<file path="src/rtl/host_egress_arbiter.sv">
// Strict-priority arbiter of TS and NTS descriptors onto the single host egress port.
// Optional macro HEA_NTS_GUARD_EN: i_guard_band holds off NTS grants ahead of a TS slot.
module host_egress_arbiter #(
  parameter int unsigned GAP_CYCLES = 2
) (
  input  logic        i_clk,
  input  logic        i_rst,
  input  logic [12:0] iv_ts_descriptor,
  input  logic        i_ts_descriptor_wr,
  output logic        o_ts_descriptor_ack,
  input  logic [12:0] iv_nts_descriptor,
  input  logic        i_fifo_empty,
  output logic        o_nts_descriptor_rd,
  input  logic        i_guard_band,
  input  logic        i_host_outport_free,
  output logic [12:0] ov_descriptor,
  output logic        o_descriptor_wr,
  output logic        o_ts_grant_pulse,
  output logic        o_nts_grant_pulse,
  output logic        o_guard_block_pulse,
  output logic [1:0]  ov_arb_state
);

  typedef enum logic [1:0] {
    ST_IDLE  = 2'd0,
    ST_ISSUE = 2'd1,
    ST_GAP   = 2'd2
  } arb_state_t;

  localparam logic [3:0] GAP_LOAD = 4'(GAP_CYCLES - 1);

  arb_state_t  r_state;
  logic [3:0]  r_gap_cnt;
  logic [12:0] r_desc;
  logic        r_desc_wr;
  logic        r_ts_ack;
  logic        r_nts_rd;
  logic        r_ts_grant;
  logic        r_nts_grant;
  logic        r_guard_block;
  logic        w_guard_blk;

`ifdef HEA_NTS_GUARD_EN
  assign w_guard_blk = i_guard_band;
`else
  logic w_unused_guard;
  assign w_guard_blk    = 1'b0;
  assign w_unused_guard = i_guard_band;
`endif

  // Pulses default low every cycle; the grant decision in IDLE raises them for the ISSUE cycle.
  always_ff @(posedge i_clk) begin
    if (i_rst) begin
      r_state       <= ST_IDLE;
      r_gap_cnt     <= 4'd0;
      r_desc        <= 13'd0;
      r_desc_wr     <= 1'b0;
      r_ts_ack      <= 1'b0;
      r_nts_rd      <= 1'b0;
      r_ts_grant    <= 1'b0;
      r_nts_grant   <= 1'b0;
      r_guard_block <= 1'b0;
    end else begin
      r_desc_wr     <= 1'b0;
      r_ts_ack      <= 1'b0;
      r_nts_rd      <= 1'b0;
      r_ts_grant    <= 1'b0;
      r_nts_grant   <= 1'b0;
      r_guard_block <= 1'b0;
      case (r_state)
        ST_IDLE: begin
          if (i_host_outport_free && i_ts_descriptor_wr) begin
            r_desc     <= iv_ts_descriptor;
            r_desc_wr  <= 1'b1;
            r_ts_ack   <= 1'b1;
            r_ts_grant <= 1'b1;
            r_state    <= ST_ISSUE;
          end else if (i_host_outport_free && !i_fifo_empty && !w_guard_blk) begin
            r_desc      <= iv_nts_descriptor;
            r_desc_wr   <= 1'b1;
            r_nts_rd    <= 1'b1;
            r_nts_grant <= 1'b1;
            r_state     <= ST_ISSUE;
          end else if (i_host_outport_free && !i_fifo_empty && w_guard_blk) begin
            r_guard_block <= 1'b1;
          end
        end
        ST_ISSUE: begin
          r_gap_cnt <= GAP_LOAD;
          r_state   <= ST_GAP;
        end
        ST_GAP: begin
          // Requests are ignored here so host_tx has time to drop outport_free.
          if (r_gap_cnt == 4'd0) begin
            r_state <= ST_IDLE;
          end else begin
            r_gap_cnt <= r_gap_cnt - 4'd1;
          end
        end
        default: r_state <= ST_IDLE;
      endcase
    end
  end

  assign ov_descriptor       = r_desc;
  assign o_descriptor_wr     = r_desc_wr;
  assign o_ts_descriptor_ack = r_ts_ack;
  assign o_nts_descriptor_rd = r_nts_rd;
  assign o_ts_grant_pulse    = r_ts_grant;
  assign o_nts_grant_pulse   = r_nts_grant;
  assign o_guard_block_pulse = r_guard_block;
  assign ov_arb_state        = r_state;

endmodule

</file>
<file path="config.mk">
export PLATFORM = sky130hd
export DESIGN_NAME = host_egress_arbiter
export DESIGN_NICKNAME = d
export VERILOG_FILES = /design/src/rtl/host_egress_arbiter.sv
export SDC_FILE = /design/constraint.sdc
export NUM_CORES = 1
export LEC_CHECK = 0
export ABC_CLOCK_PERIOD_IN_PS = 1500
export CAP_MARGIN = 20
export CELL_PAD_IN_SITES_DETAIL_PLACEMENT = 0
export CELL_PAD_IN_SITES_GLOBAL_PLACEMENT = 1
export CORE_MARGIN = 3
export CORE_UTILIZATION = 25
export DETAILED_ROUTE_END_ITERATION = 6
export PLACE_DENSITY_LB_ADDON = 0.1
export SKIP_LAST_GASP = 1
export SLEW_MARGIN = 20
export SYNTH_ARGS = -nofsm -noshare
export SYNTH_HDL_FRONTEND = slang
export SYNTH_SLANG_ARGS = --single-unit
</file>
<file path="constraint.sdc">
create_clock -name i_clk -period 1.5 [get_ports i_clk]
set_input_delay 0.375 -clock i_clk [delete_from_list [all_inputs] [get_ports i_clk]]
set_output_delay 0.375 -clock i_clk [all_outputs]
set_load 0.02 [all_outputs]
</file>
==> run summary, run 1 <==
CTS root buf = clkbuf_8
Lkg Pwr = 0.846 nW
Crit path required time = 1.66 ns
Tcrit/Tclk final = 0.972
Max-cap violations = 0
reg-to-reg startpoint = r_gap_cnt[0]$_SDFFE_PP0P_
r2r endpoint = r_gap_cnt[1]$_SDFFE_PP0P_
Yosys Warn Count = 0
chip height = 71.0 µm
routability cong. = 0.807
hold path depth = 2
Synth Register Bits = 22
Distinct cells, synth = 31
met3 wire length = 178 µm
maximum number of pins on one net before global-route repair = 16
Layout Nets = 206
CTS H-tree depth = 1
Mapped Cells = 106
# IOs = 53
total power = 1.68 mW
top cell family by delay on the critical path = simple AND/OR/NAND/NOR gates
top post-synthesis cells by area = dfxtp_1 42%, mux2i_1 12%, a211oi_1 11%
fin crit period = 1.46 ns
global route total overflow = 0
cell with the most instances after synthesis = dfxtp_1
syn_area_per_cell = 9.96 µm²
Hold EP = ov_descriptor[4]$_SDFFE_PP0P_
CP max stage delay = 0.38 ns
final hold vios = 0
top_reg_cell synth = dfxtp_1
Final Setup Violations = 0
leading area contributor after synthesis = dfxtp_1
clock skew = 0.00875 ns
Startpoint Class = flop
CP max FO = 3
Inserted Diodes = 0
WP data arrival = 1.62 ns
r2r worst-path depth = 5
fin cells = 219
die area = 5040 µm²
Net Count, Synth = 140
global-route wire length before repair = 4870 µm
TNS Setup = 0 ns
Peak supply drop = 0.000520 V
CTS Buf Count = 3
PwrDens = 922 nW/µm²
Rows = 22
DR WL/cell = 13.2 µm
IO buf count = 50
Area after DPL = 1700 µm²
top cell type's share of synthesized area = 0.417
f_max = 0.686 GHz
WL final = 2900 µm
Slew Limit Fails = 0
drt pass-1 iters = 4
DRT iter0 DRCs = 22
crit path buf inv count = 1
clock sink count = 22
Metal-1 WL = 1350 µm
share of cells above drive strength 1 = 0.228
status = complete, no violations
EDFF count, synth = 0
vias in the first global route = 1,019
fill cell count = 362
Worst Hold Class = flop to flop
initial core utilization = 0.274
via count = 1,034
uppermost layer routed = met4
clock slew at reported path FFs = 0.09 ns
CP max stage cell = or3b_4
reg2reg setup slack = 0.04 ns
Post-synth ARST share = 0
critical path endpoint category = flop
worst-skew pair later-pin latency = 0.27 ns
HP Start = ov_descriptor[4]$_SDFFE_PP0P_
DR vias/cell = 4.72
RSZ-0062 raised after global routing = true
synthesized cell area = 1060 µm²
CTS tree = done
hold_buf cts = 0
synth cell count leaders = 22 x dfxtp_1, 15 x a211oi_1, 13 x a21oi_1, 13 x mux2i_1
area growth from synthesis to layout = 72.5%
Seq/Total Area, Yosys = 0.417
gr usage total = 0.121
Detail Route Antenna Nets = 0
initial antenna violation count = 0
HPWL Detailed = 2140 µm
Worst Setup Path Type = flop to flop
post-route cell area = 1820 µm²
DRC = 0
WL met2 = 1340 µm
CTS Buffer Depth = 2
crit-path cells = inv_2 -> ha_4 -> or3b_4 -> and2_4 -> o41ai_4
Placed Cells = 210
Die Wd = 71.0 µm
core area = 3850 µm²
## registers in the layout (all words and copies together) (netlist names)
signal,flops
ov_descriptor,13
ov_arb_state,2
r_gap_cnt,4
o_nts_grant_pulse,1
o_ts_grant_pulse,1
o_descriptor_wr,1
## worst min-delay path, cell delays in order (launching register included)
cell and delay (ns):
dfxtp_1 0.32, a21oi_1 0.11, a211oi_1 0.05
## cell usage in the layout, fill, tap and decap left out, drive strengths merged, types with 2 or more instances in the layout
master,netlist,layout
buf,7,21
ha,2,2
inv,4,4
and3,3,3
clkdlybuf4s50,0,30
mux2i,13,13
clkbuf,3,3
nor2b,3,3
nor3b,2,2
dlygate4sd2,0,20
dfxtp,22,22
a211oi,15,15
nor2,2,2
a2111oi,2,2
a21oi,13,13
and2,2,2
nand3,2,2
## kinds of logic (layout without fill, tap and decap cells)
family                     after synthesis  after routing  share of synthesized area
buffers and inverters                   14             79                     0.0746
muxes                                   14             14                      0.134
and+or+nand+nor                         20             20                      0.133
DFF                                     22             22                      0.417
AOI/OAI and AO/OA                       33             33                      0.214
other                                    1              1                    0.00355
adders and majority gates                2              2                     0.0237
## repair_timing
item,CTS,global route
pin swaps,2,1
setup buffers,2,2
endpoints found under the setup margin,22,12
gates cloned,0,1
hold endpoints to repair,0,0
resized for setup,25,6
## through the flow
step / setup slack (ns) / utilization / hold WS [ns]
5_1_grt: -0.0354 / 0.473 / 0.540
2_1_floorplan: 0.0609 / - / 0.451
6_report: 0.0414 / 0.473 / 0.518
4_1_cts: -0.0149 / 0.460 / 0.516
3_3_place_gp: -0.225 / 0.441 / 0.497
3_5_place_dp: -0.237 / 0.441 / 0.509
## metal layers
layer	vias up	GRT usage
met5	-	0
met4	0	0.0501
met3	2	0.0341
met2	32	0.187
met1	479	0.158
li1	521	-
## report_power, final
group,internal (mW),switching [mW]
Combinational,0.250,0.209
Sequential,0.631,0.0250
Clock,0.357,0.207
## how the worst max path moves through the flow
| stage | from | end | slack [ns] | depth (start not counted) |
|---|---|---|---|---|
| 2_1_floorplan | r_gap_cnt[1]$_SDFFE_PP0P_ | r_gap_cnt[2]$_SDFFE_PP0P_ | 0.06 | 5 |
| 3_3_place_gp | i_host_outport_free | ov_descriptor[0]$_SDFFE_PP0P_ | -0.23 | 5 |
| 3_5_place_dp | i_host_outport_free | ov_descriptor[0]$_SDFFE_PP0P_ | -0.24 | 5 |
| 4_1_cts | r_gap_cnt[0]$_SDFFE_PP0P_ | r_gap_cnt[1]$_SDFFE_PP0P_ | -0.01 | 5 |
| 5_1_grt | i_host_outport_free | ov_descriptor[8]$_SDFFE_PP0P_ | -0.04 | 5 |
| 6_report | r_gap_cnt[0]$_SDFFE_PP0P_ | r_gap_cnt[1]$_SDFFE_PP0P_ | 0.04 | 5 |
## layout make-up
class                   instances  area, µm²  share of cell area
repair buffers                 71        659               0.362
multi-input cells              70        573               0.315
flip-flops and latches         22        443               0.243
well taps                      48       60.1              0.0330
clock buffers                   3       41.3              0.0227
clock inverters                 1       30.0              0.0165
inverters                       4       15.0             0.00824
Note: power is estimated with default switching activity, not from simulation.
==> inputs of run 2 (changes only) <==
--- a/config.mk
+++ b/config.mk
@@ -12,6 +12,7 @@
 export CORE_MARGIN = 3
 export CORE_UTILIZATION = 25
 export DETAILED_ROUTE_END_ITERATION = 6
+export HOLD_SLACK_MARGIN = 0.1
 export PLACE_DENSITY_LB_ADDON = 0.1
 export SKIP_LAST_GASP = 1
 export SLEW_MARGIN = 20
==> results of run 2 <==
Final layout, timing and power as in run 1 (identical DEF).
